**src/rtl/spongent_pi_if.sv**
```systemverilog
// Spongent bit-permutation index bus.
//   in  : source bit index j, driven by the master
//   out : registered permuted index P(j), driven by the slave (spongent_pi)
// Modports:
//   master : drives in, observes out
//   slave  : observes in, drives out
interface spongent_pi_if #(
    parameter int W = 9
);
    logic [W-1:0] in;
    logic [W-1:0] out;

    modport master (output in, input out);
    modport slave  (input in, output out);
endinterface

```
**src/rtl/spongent_pi.sv**
```systemverilog
// Spongent pLayer index generator: maps state bit position j to
//   P(j) = (j*NB/4) mod (NB-1)  for j < NB-1
//   P(NB-1) = NB-1
// The result is registered, so there is one cycle of latency.
// There is no enable and no handshake; the block runs on every clock.
// Ports:
//   clk      : clock, rising edge
//   rst      : asynchronous reset, active-high; clears out to 0
//   bus.in   : source index j (W bits)
//   bus.out  : registered P(j) (W bits)
// Build option:
//   SPONGENT_PI_RANGE_CHECK_EN
//     defined   : in >= NB produces out = all-ones as an invalid-index flag
//     undefined : in >= NB is passed through the same multiply/modulo datapath
module spongent_pi #(
    parameter int NB = 264,
    parameter int W  = 9
) (
    input  logic          clk,
    input  logic          rst,
    spongent_pi_if.slave  bus
);
    // The product width leaves room for the largest W-bit index times NB/4.
    localparam int            PW      = W + $clog2(NB / 4) + 1;
    localparam logic [PW-1:0] MULT    = PW'(NB / 4);
    localparam logic [PW-1:0] MODV    = PW'(NB - 1);
`ifdef SPONGENT_PI_RANGE_CHECK_EN
    localparam logic [PW-1:0] NB_FULL = PW'(NB);
`endif

    logic [PW-1:0] in_ext;
    logic [PW-1:0] prod;
    logic [PW-1:0] rem;
    logic [W-1:0]  p_next;

    always_comb begin
        in_ext = PW'(bus.in);
        prod   = in_ext * MULT;
        // The divisor is a constant, so this reduces to combinational logic.
        rem    = prod % MODV;
        p_next = W'(rem);
        // The last bit is a fixed point; the formula alone would give 0.
        if (in_ext == MODV) begin
            p_next = W'(MODV);
        end
`ifdef SPONGENT_PI_RANGE_CHECK_EN
        if (in_ext >= NB_FULL) begin
            p_next = '1;
        end
`endif
    end

    always_ff @(posedge clk or posedge rst) begin
        if (rst) begin
            bus.out <= '0;
        end else begin
            bus.out <= p_next;
        end
    end
endmodule

```
**src/flat_wrapper.sv**
```systemverilog
// flat-port wrapper written by rule: the top's interface ports become plain ports
module spongent_pi_flat 
#(
    parameter int NB = 264,
    parameter int W  = 9
)
  (clk, rst, bus_in, bus_out);
  spongent_pi_if #(.W(W)) bus_i ();
  input  logic clk;
  input  logic rst;
  input wire logic [$bits(bus_i.in)-1:0] bus_in;
  output wire logic [$bits(bus_i.out)-1:0] bus_out;
  assign bus_i.in = bus_in;
  assign bus_out = bus_i.out;
  spongent_pi #(.NB(NB), .W(W)) u_core (.clk(clk), .rst(rst), .bus(bus_i));
endmodule
```
**config.mk**
```make
export PLATFORM = sky130hd
export DESIGN_NAME = spongent_pi_flat
export DESIGN_NICKNAME = d
export VERILOG_FILES = /design/src/rtl/spongent_pi_if.sv /design/src/rtl/spongent_pi.sv /design/src/flat_wrapper.sv
export SDC_FILE = /design/constraint.sdc
export NUM_CORES = 1
export LEC_CHECK = 0
export ABC_CLOCK_PERIOD_IN_PS = 800
export CAP_MARGIN = 20
export CELL_PAD_IN_SITES_DETAIL_PLACEMENT = 1
export CELL_PAD_IN_SITES_GLOBAL_PLACEMENT = 2
export CORE_ASPECT_RATIO = 0.7
export CORE_MARGIN = 3
export CORE_UTILIZATION = 35
export CTS_BUF_LIST = sky130_fd_sc_hd__clkbuf_2
export CTS_CLUSTER_SIZE = 30
export DETAILED_ROUTE_END_ITERATION = 6
export DONT_BUFFER_PORTS = 1
export PLACE_DENSITY_LB_ADDON = 0.1
export SKIP_CTS_REPAIR_TIMING = 1
export SYNTH_ARGS = -nofsm -noshare
export SYNTH_HDL_FRONTEND = slang
export SYNTH_SLANG_ARGS = --single-unit
```
**constraint.sdc**
```tcl
create_clock -name clk -period 0.8 [get_ports clk]
set_input_delay 0.16 -clock clk [delete_from_list [all_inputs] [get_ports clk]]
set_output_delay 0.16 -clock clk [all_outputs]
set_load 0.01 [all_outputs]
```
* Word level (Yosys, flattened, before mapping) *
Cells that the tools add are included.

cells by class
  add/subtract/negate cells = 0
  multipliers = 1
  div/mod/pow operators = 1
  $lt $le $gt $ge = 0
  equal/unequal tests = 1
  shifts and indexed selects = 0
  muxes and demuxes = 1
  bitwise gates (word level) = 0
  reductions and logical operators = 0

operator list
  operator                                                 count
  remainder unit 16 x 9 -> 17 bit (second input constant)  1
  multiplier 9 x 6 -> 15 bit (second input constant)       1
  == test 9 bit (second input constant)                    1
  two-way mux 9 bit                                        1

word-level totals
  bits in registers = 9
  latch bits = 0
  RAM bits = 0
  ROM bits = 0
  input port bits = 11
  output and inout bits = 9
  logic and storage cells = 5
  memories kept = 0

* Logic depth before layout (Yosys ltp) *
Gate-level depths: netlist of run 1.

  depth in word-level cells = 3
  gate-level depth with buffers = 33
  mapped depth without buffers = 30

* Least setup slack after synthesis of run 1 *
OpenSTA, ideal clock, no wires.

  path type = input port to flip-flop
  from = input port bus_in[2]
  to = register u_core.bus.out[3]
  setup time = 0.079 ns
  arrival time = 8.167 ns
  path slack = -7.447 ns
  stages = 29
  path buffers = 0
  cells stage by stage = ha_1 -> ha_1 -> ha_1 -> fa_1 -> a211o_1 -> and3_4 -> a21oi_2 -> a21oi_1 -> a311o_1 -> o21a_1 -> or4_4 -> o31a_1 -> a211o_1 -> a41oi_1 -> nor3_1 -> or3b_1 -> o31ai_2 -> mux2i_1 -> o32ai_1 -> a221oi_4 -> nand3b_2 -> o41ai_4 -> a21oi_1 -> xor2_1 -> ha_1 -> nor2b_1 -> mux2i_1 -> o41ai_4 -> mux2i_1

on the way
  longest elaborated chain between the ends = 3
  elaborated cells on any way between the ends = 4

ends and longest elaborated chain
  item                             line                  RTL
  start: declaration               flat_wrapper.sv:11    input wire logic [$bits(bus_i.in)-1:0] bus_in;
  multiplier 9 x 6 -> 15 bit       spongent_pi.sv:38     prod = in_ext * MULT;
  remainder unit 16 x 9 -> 17 bit  spongent_pi.sv:40     rem = prod % MODV;
  two-way mux 9 bit *              spongent_pi.sv:43     if (in_ext == MODV) begin
  net u_core.p_next[3]             spongent_pi.sv:34     logic [W-1:0] p_next;
  end signal: assignment           spongent_pi.sv:57     bus.out <= p_next;
  end: declaration                 spongent_pi_if.sv:14  modport slave (input in, output out);

The timed path passes the listed nets; every way through them passes the cells marked *.

* Final worst setup path of run 1 *
Same ends and word-level chain as after synthesis.

==> impl_metrics.toml, run 1 <==
[final_layout]
area_growth_pct = 73.37
layout-drive-gt1-share = 0.5230
reg_top3 = "u_core.bus.out x9"
regMostFlops = "u_core.bus.out"
final_common_cell = "buf_4"
final_cell_mix = "buf_4, nand2_1, nor2_1"
instances_no_fill = 820
n_fill_cell = 1125
antenna-diode-count = 0
layout.nets = 723
final_core_util = 0.6449
largest_reg_flops = 9

[global_routing]
grt_first_pass_wirelength_um = 26230
grt_pass1_vias = 4926
grt_start_max_net_pins = 13
grt_remaining_overflow = 0
grt_use_total = 0.2863
antenna_found_initial = 0

[worst_setup_path]
worstSetupStartpoint = "bus_in[2]"
crit_path_start_kind = "input port"
end_kind = "flop"
crit_fanout = 12
slowest_stage = "or4_4"
crit_end = "u_core.bus.out[3]"
worstSetupPathType = "in -> reg"
slowest_delay_ns = 0.53
cp.arrival_ns = 8.15
cp_data_required_time_ns = 0.94

[synthesis]
synth_edf_count = 0
syn_nets = 507
ys_seq_area_frac = 0.06468
synth_cells = 481
synth_area_leaders = "dfrtp_1, nand2_1, ha_1"
avgSynthCellArea_um2 = 7.239
async_flop_share = 1.000
ys_types = 95
syn_area_um2 = 3482
ys_warn_count = 0
synth-main-ff-cell = "dfrtp_1"
synth_top_cell_by_area = "dfrtp_1"
synth_seq_cells = 9
netlist.area_leader.share = 0.06468

[timing]
rsz0062_at_grt = "yes"
min_period_over_period = 10.01
setup_tns_ns = -62.05
slew_violations = 0
post-route-min-period_ns = 8.010
maxSlewHeadroom = 0.6012
whs_ns = 0.08014
finalHoldViolations = 0
fmax_mhz = 124.8
setup_violations = 16
worst_slack_ns = -7.210
max_slew.worst_pin.slew_ns = 0.5936

[clock_network]
cts_tree = "yes"
htreeDepth = 1
clkTransAtPathRegs_ns = 0.08
cts_buffers = 3
cts_sinks = 9
clockBufferDepth = 2
clockRootBuffer = "clkbuf_2"

[placement]
place_congestion = 0.9473
dp_cells = 792
dp_hpwl_um = 14010
preCtsSetupSlack_ns = -7.402
io_buffer_count = 0

[worst_hold_path]
hp-class = "in -> reg"

[detailed_routing]
drtPass1Iterations = 6
viasPerCell = 6.541
detail_route.iter0.violations = 466
wl_per_cell_um = 24.95
wl_um = 20460
num_vias = 5364
ant_nets = 0
drcViolationCount = 0

[power]
ir_worst_vdd_v = 0.003152
p_clk_frac = 0.011
power.switching_mw = 12.97
p_int_mw = 12.68
switching_share = 0.5057
p_per_area_nw_per_um2 = 4249
pwr-share-comb = 0.951
seqPwrFrac = 0.037
leakage_nw = 2.650

[die]
die_y_um = 89.45
core.rowCount = 29
dieArea_um2 = 11200
start_util = 0.3720
core_area_um2 = 9361
die_x_um = 125.2
ios = 20

[outcome]
violations = "negative setup slack"
status = "finished, violations left"

[flow_run]
cap_violations = 0
per-layer routing:
layer / vias up / routed length, um / GRT usage
met5: - / 0 / 0
met2: 311 / 9366 / 0.4749
met1: 2672 / 9096 / 0.4184
met3: 54 / 1548 / 0.03284
met4: 0 / 447 / 0.02165
li1: 2327 / - / -
per-stage QoR:
step                cell area (um2)  total power [mW]
floorplan                      3676             12.15
global placement               5279             20.58
detailed placement             5279             21.60
CTS                            5299             21.96
global route                   6037             26.94
finish                         6037             25.65
how the worst min path moves through the flow:
stage          startpoint                end  slack (ns)  depth (start not counted)
4_1_cts               rst  u_core.bus.out[5]       -0.23                          1
3_3_place_gp          rst  u_core.bus.out[1]       0.006                          1
3_5_place_dp          rst  u_core.bus.out[3]        0.03                          1
5_1_grt         bus_in[0]  u_core.bus.out[1]        0.06                          2
2_1_floorplan         rst  u_core.bus.out[0]       -0.01                          1
6_report        bus_in[0]  u_core.bus.out[1]        0.08                          2
critical path: cells and delay by family:
family,cells,cell delay [ns]
muxes,3,0.73
adders and majority gates,5,1.32
AOI/OAI and AO/OA,13,3.30
xor gates and xnor gates,1,0.17
buffers and inverters,2,0.30
and+or+nand+nor,7,2.18
layout make-up:
cell class / count / area (um2) / share of cell area
clock buffers: 4 / 20.02 / 0.003316
inverters: 12 / 45.04 / 0.007461
multi-input cells: 442 / 3842 / 0.6365
flip-flops and latches: 9 / 225.2 / 0.03731
well taps: 124 / 155.1 / 0.02570
repair buffers: 229 / 1749 / 0.2897
logic make-up after synthesis:
group,count (synthesis),share of synthesized area
flops,9,0.06468
fa+ha+maj,16,0.05893
compound gates,193,0.4308
simple gates,194,0.2943
mux,16,0.04779
xor+xnor,23,0.06432
buf+inv,30,0.03916
power groups by stage:
stage	Clock, mW	Combinational [mW]	Sequential, mW
after floorplan	0	11.2	0.943
after global placement	0	19.6	0.963
after detailed placement	0	20.6	0.980
after CTS	0.287	20.7	0.969
after global routing	0.319	25.6	0.977
final	0.292	24.4	0.960
cell usage after synthesis (3+ instances only):
master    count
nand2_1      51
nor2_1       44
a21oi_1      31
o21ai_0      24
nand3_1      20
xnor2_1      16
ha_1         14
inv_1        12
a211oi_1     11
mux2i_1      11
o211ai_1     10
a211o_1       9
a21o_1        9
a31oi_1       9
and2_1        9
dfrtp_1       9
nor3_1        9
o21a_1        8
and3_1        7
clkbuf_1      7
nand4_1       7
o211a_1       7
o21ai_1       7
or2_2         7
and4_1        5
buf_2         5
mux2_2        5
nand2b_1      5
a221oi_1      4
a311oi_1      4
nor2b_1       4
o31ai_1       4
xor2_1        4
a21oi_2       3
a22oi_1       3
a311o_1       3
a32oi_1       3
nor3b_1       3
nor4_1        3
o32ai_1       3
o41ai_1       3
or3b_1        3
Note: power is estimated with default switching activity, not from simulation.
==> inputs of run 2 (changes only) <==
CTS_BUF_LIST = sky130_fd_sc_hd__clkbuf_4 sky130_fd_sc_hd__clkbuf_8   (was sky130_fd_sc_hd__clkbuf_2)
CTS_CLUSTER_DIAMETER = 120   (was default)
==> impl_metrics.toml, run 2 (same netlist as run 1, synthesis figures left out) <==
[timing]
setup_tns_ns = -63.66
worst_slack_ns = -7.419
max_slew.worst_pin.slew_ns = 0.6309
post-route-min-period_ns = 8.219
rsz0062_at_grt = "yes"
slew_violations = 0
setup_violations = 11
finalHoldViolations = 0
min_period_over_period = 10.27
maxSlewHeadroom = 0.5762
fmax_mhz = 121.7

[detailed_routing]
wl_um = 21240
drtPass1Iterations = 5
drcViolationCount = 0
viasPerCell = 6.637
detail_route.iter0.violations = 504
ant_nets = 0
wl_per_cell_um = 25.87
num_vias = 5449

[global_routing]
grt_first_pass_wirelength_um = 26340
grt_pass1_vias = 4942
antenna_found_initial = 0
grt_start_max_net_pins = 13
grt_remaining_overflow = 0
grt_use_total = 0.2875

[placement]
dp_hpwl_um = 14010
place_congestion = 0.9473
io_buffer_count = 0
dp_cells = 792
placed_area_um2 = 5279
preCtsSetupSlack_ns = -7.402

[power]
pwr-share-comb = 0.942
fin_total_pwr_mw = 26.66
leakage_nw = 2.665
p_clk_frac = 0.021
p_per_area_nw_per_um2 = 4390
power.switching_mw = 13.61
ir_worst_vdd_v = 0.002941
switching_share = 0.5105
p_int_mw = 13.05
seqPwrFrac = 0.036

[outcome]
status = "finished, violations left"
violations = "negative setup slack"

[flow_run]
cap_violations = 0

[final_layout]
regMostFlops = "u_core.bus.out"
reg_top3 = "u_core.bus.out x9"
layout-drive-gt1-share = 0.5237
largest_reg_flops = 9
area_growth_pct = 74.42
instances_no_fill = 821
final_cell_mix = "buf_4, nand2_1, nor2_1"
final_common_cell = "buf_4"
antenna-diode-count = 0
fin_area_um2 = 6073
layout.nets = 724

[die]
core_area_um2 = 9361
die_y_um = 89.45
core.rowCount = 29
die_x_um = 125.2
ios = 20
dieArea_um2 = 11200
start_util = 0.3720

[worst_setup_path]
cp.arrival_ns = 8.35
crit_path_start_kind = "input port"
cp_data_required_time_ns = 0.93
crit_end = "u_core.bus.out[4]"
worstSetupPathType = "in -> reg"
crit_fanout = 10
worstSetupStartpoint = "bus_in[7]"
end_kind = "flop"
slowest_stage = "or4_4"
slowest_delay_ns = 0.58

[clock_network]
cts_buffers = 3
clockBufferDepth = 2
clkTransAtPathRegs_ns = 0.05
cts_tree = "yes"
htreeDepth = 1
clockRootBuffer = "clkbuf_8"
cts_sinks = 9

[worst_hold_path]
hp-class = "in -> reg"
## run 2: per-stage QoR
step                  util  hold slack (ns)
global route        0.6488          0.09740
finish              0.6488          0.09247
floorplan                -         -0.01208
CTS                 0.5691          -0.2191
global placement    0.5639         0.006085
detailed placement  0.5639          0.02508
## run 2: power by group through the flow
stage	combinational [mW]	clock, mW	sequential [mW]
after global placement	19.6	0	0.963
final	25.1	0.573	0.962
after global routing	26.2	0.592	0.983
after detailed placement	20.6	0	0.980
after floorplan	11.2	0	0.943
after CTS	20.7	0.565	0.972
## run 2: final cells by class
class                   instances  area (um2)
clock buffers                   4       48.80
fillers                      1128        3288
inverters                      12       45.04
multi-input cells             442        3842
flip-flops and latches          9       225.2
well taps                     124       155.1
repair buffers                230        1757
## run 2: worst max-delay path: cells and delay by family
kind / cells / cell delay (ns)
AO/OA/AOI/OAI: 11 / 2.78
AND/OR/NAND/NOR: 8 / 2.52
adder cells (fa/ha/maj): 5 / 1.21
multiplexers: 4 / 0.91
buffers and inverters: 3 / 0.54
XOR/XNOR: 1 / 0.19
## run 2: worst min-delay path by stage
stage / startpoint / endpoint / slack, ns / depth (start not counted)
after floorplan: rst / u_core.bus.out[0] / -0.01 / 1
after global placement: rst / u_core.bus.out[1] / 0.006 / 1
after detailed placement: rst / u_core.bus.out[3] / 0.03 / 1
after CTS: rst / u_core.bus.out[4] / -0.22 / 1
after global routing: bus_in[0] / u_core.bus.out[1] / 0.1 / 2
final: bus_in[0] / u_core.bus.out[1] / 0.09 / 2
## run 2: metal layers
| metal | global-route usage | part of all wire |
|---|---|---|
| met1 | 0.4205 | 0.43 |
| met2 | 0.4725 | 0.46 |
| met3 | 0.03343 | 0.084 |
| met4 | 0.02854 | 0.028 |
| met5 | 0 | 0 |
==> inputs of run 3 (changes only) <==
ABC_CLOCK_PERIOD_IN_PS = 10460   (was 800)
CORE_UTILIZATION = 42   (was 35)
PLACE_DENSITY = 0.91   (was default)
PLACE_DENSITY_LB_ADDON = default   (was 0.1)
clock period = 10.46 ns   (was 0.8 ns; I/O delays follow)
==> impl_metrics.toml, run 3 (same netlist as run 1, synthesis figures left out) <==
[final_layout]
layout.nets = 553
regMostFlops = "u_core.bus.out"
fin_area_um2 = 4198
antenna-diode-count = 0
n_fill_cell = 1000
largest_reg_flops = 9
final_common_cell = "buf_4"
final_core_util = 0.5265
area_growth_pct = 20.55
final_cell_mix = "buf_4, nand2_1, nor2_1"
reg_top3 = "u_core.bus.out x9"
layout-drive-gt1-share = 0.2548
instances_no_fill = 627

[die]
ios = 20
die_y_um = 82.18
core.rowCount = 27
core_area_um2 = 7973
start_util = 0.4368
dieArea_um2 = 9437
die_x_um = 114.8

[worst_setup_path]
slowest_delay_ns = 0.64
crit_top_cell = "ha_1"
crit_fanout = 12
cp_data_required_time_ns = 10.60
worstSetupPathType = "in -> reg"
worstSetupStartpoint = "bus_in[2]"
end_kind = "flop"
crit_end = "u_core.bus.out[4]"
crit_path_start_kind = "input port"
slowest_stage = "fa_2"
cp.arrival_ns = 10.50

[timing]
max_slew.worst_pin.slew_ns = 0.8000
setup_violations = 0
post-route-min-period_ns = 10.36
finalHoldViolations = 0
min_period_over_period = 0.9908
maxSlewHeadroom = 0.4621
slew_violations = 0
fmax_mhz = 96.49

[clock_network]
clockRootBuffer = "clkbuf_8"
cts_sinks = 9
cts_tree = "yes"
htreeDepth = 1
clockBufferDepth = 2
cts_buffers = 3
clkTransAtPathRegs_ns = 0.04

[placement]
dp_hpwl_um = 10860
io_buffer_count = 0
placed_area_um2 = 3877
dp_cells = 612
place_congestion = 0.9823

[power]
fin_total_pwr_mw = 1.385
p_per_area_nw_per_um2 = 329.8
ir_worst_vdd_v = 0.0001563
leakage_nw = 1.736

[detailed_routing]
viasPerCell = 6.892
drcViolationCount = 0
detail_route.iter0.violations = 382
wl_um = 13750
num_vias = 4321
ant_nets = 0
drtPass1Iterations = 5
wl_per_cell_um = 21.93

[global_routing]
grt_pass1_vias = 4092
grt_remaining_overflow = 0
antenna_found_initial = 0
grt_first_pass_wirelength_um = 21050
grt_start_max_net_pins = 14
grt_use_total = 0.2724

[worst_hold_path]
hp-class = "in -> async"

[flow_run]
cap_violations = 0

[outcome]
status = "completed"
==> run 3: metal layers <==
layer / track usage / up-vias / part of all wire
met1: 0.4111 / 2167 / 0.49
li1: - / 1977 / -
met3: 0.04006 / 4 / 0.077
met2: 0.4262 / 173 / 0.43
met4: 0.01758 / 0 / 0.0019
met5: 0 / - / 0
==> run 3: through the flow <==
step / hold slack (ns) / setup TNS [ns] / setup slack, ns
finish: 1.691 / 0 / 0.09640
floorplan: 1.920 / 0 / 0.2815
CTS: 1.692 / -0.2738 / -0.09406
global route: 1.703 / -0.4104 / -0.1188
global placement: 1.935 / -0.4315 / -0.1145
detailed placement: 1.936 / -1.403 / -0.3048
==> run 3: worst max-delay path: cells and delay by family <==
family	cells	cell delay, ns
mux	2	0.33
compound gates	13	3.47
buf+inv	1	0.21
simple gates	8	2.53
xor+xnor	1	0.19
fa+ha+maj	5	1.67
==> run 3: area by class of cell <==
class	instances	area, um2	area share
clock buffer	4	48.80	0.01162
tap	101	126.4	0.03010
multi-input combinational	442	3309	0.7884
timing repair buffer	59	442.9	0.1055
inverter	12	45.04	0.01073
sequential	9	225.2	0.05365
==> run 3: how the worst min path moves through the flow <==
stage / cells past startpoint / end / start / slack, ns
final: 1 / u_core.bus.out[0] / rst / 1.69
after global placement: 1 / u_core.bus.out[2] / rst / 1.93
after CTS: 1 / u_core.bus.out[0] / rst / 1.69
after global routing: 1 / u_core.bus.out[0] / rst / 1.70
after detailed placement: 1 / u_core.bus.out[0] / rst / 1.94
after floorplan: 1 / u_core.bus.out[0] / rst / 1.92
==> run 3: report_power, final <==
group          internal, mW  switching [mW]  leakage, nW
logic                 0.542           0.729         1.60
clock network        0.0290          0.0120       0.0262
registers            0.0590          0.0137        0.108
total                 0.630           0.754         1.74
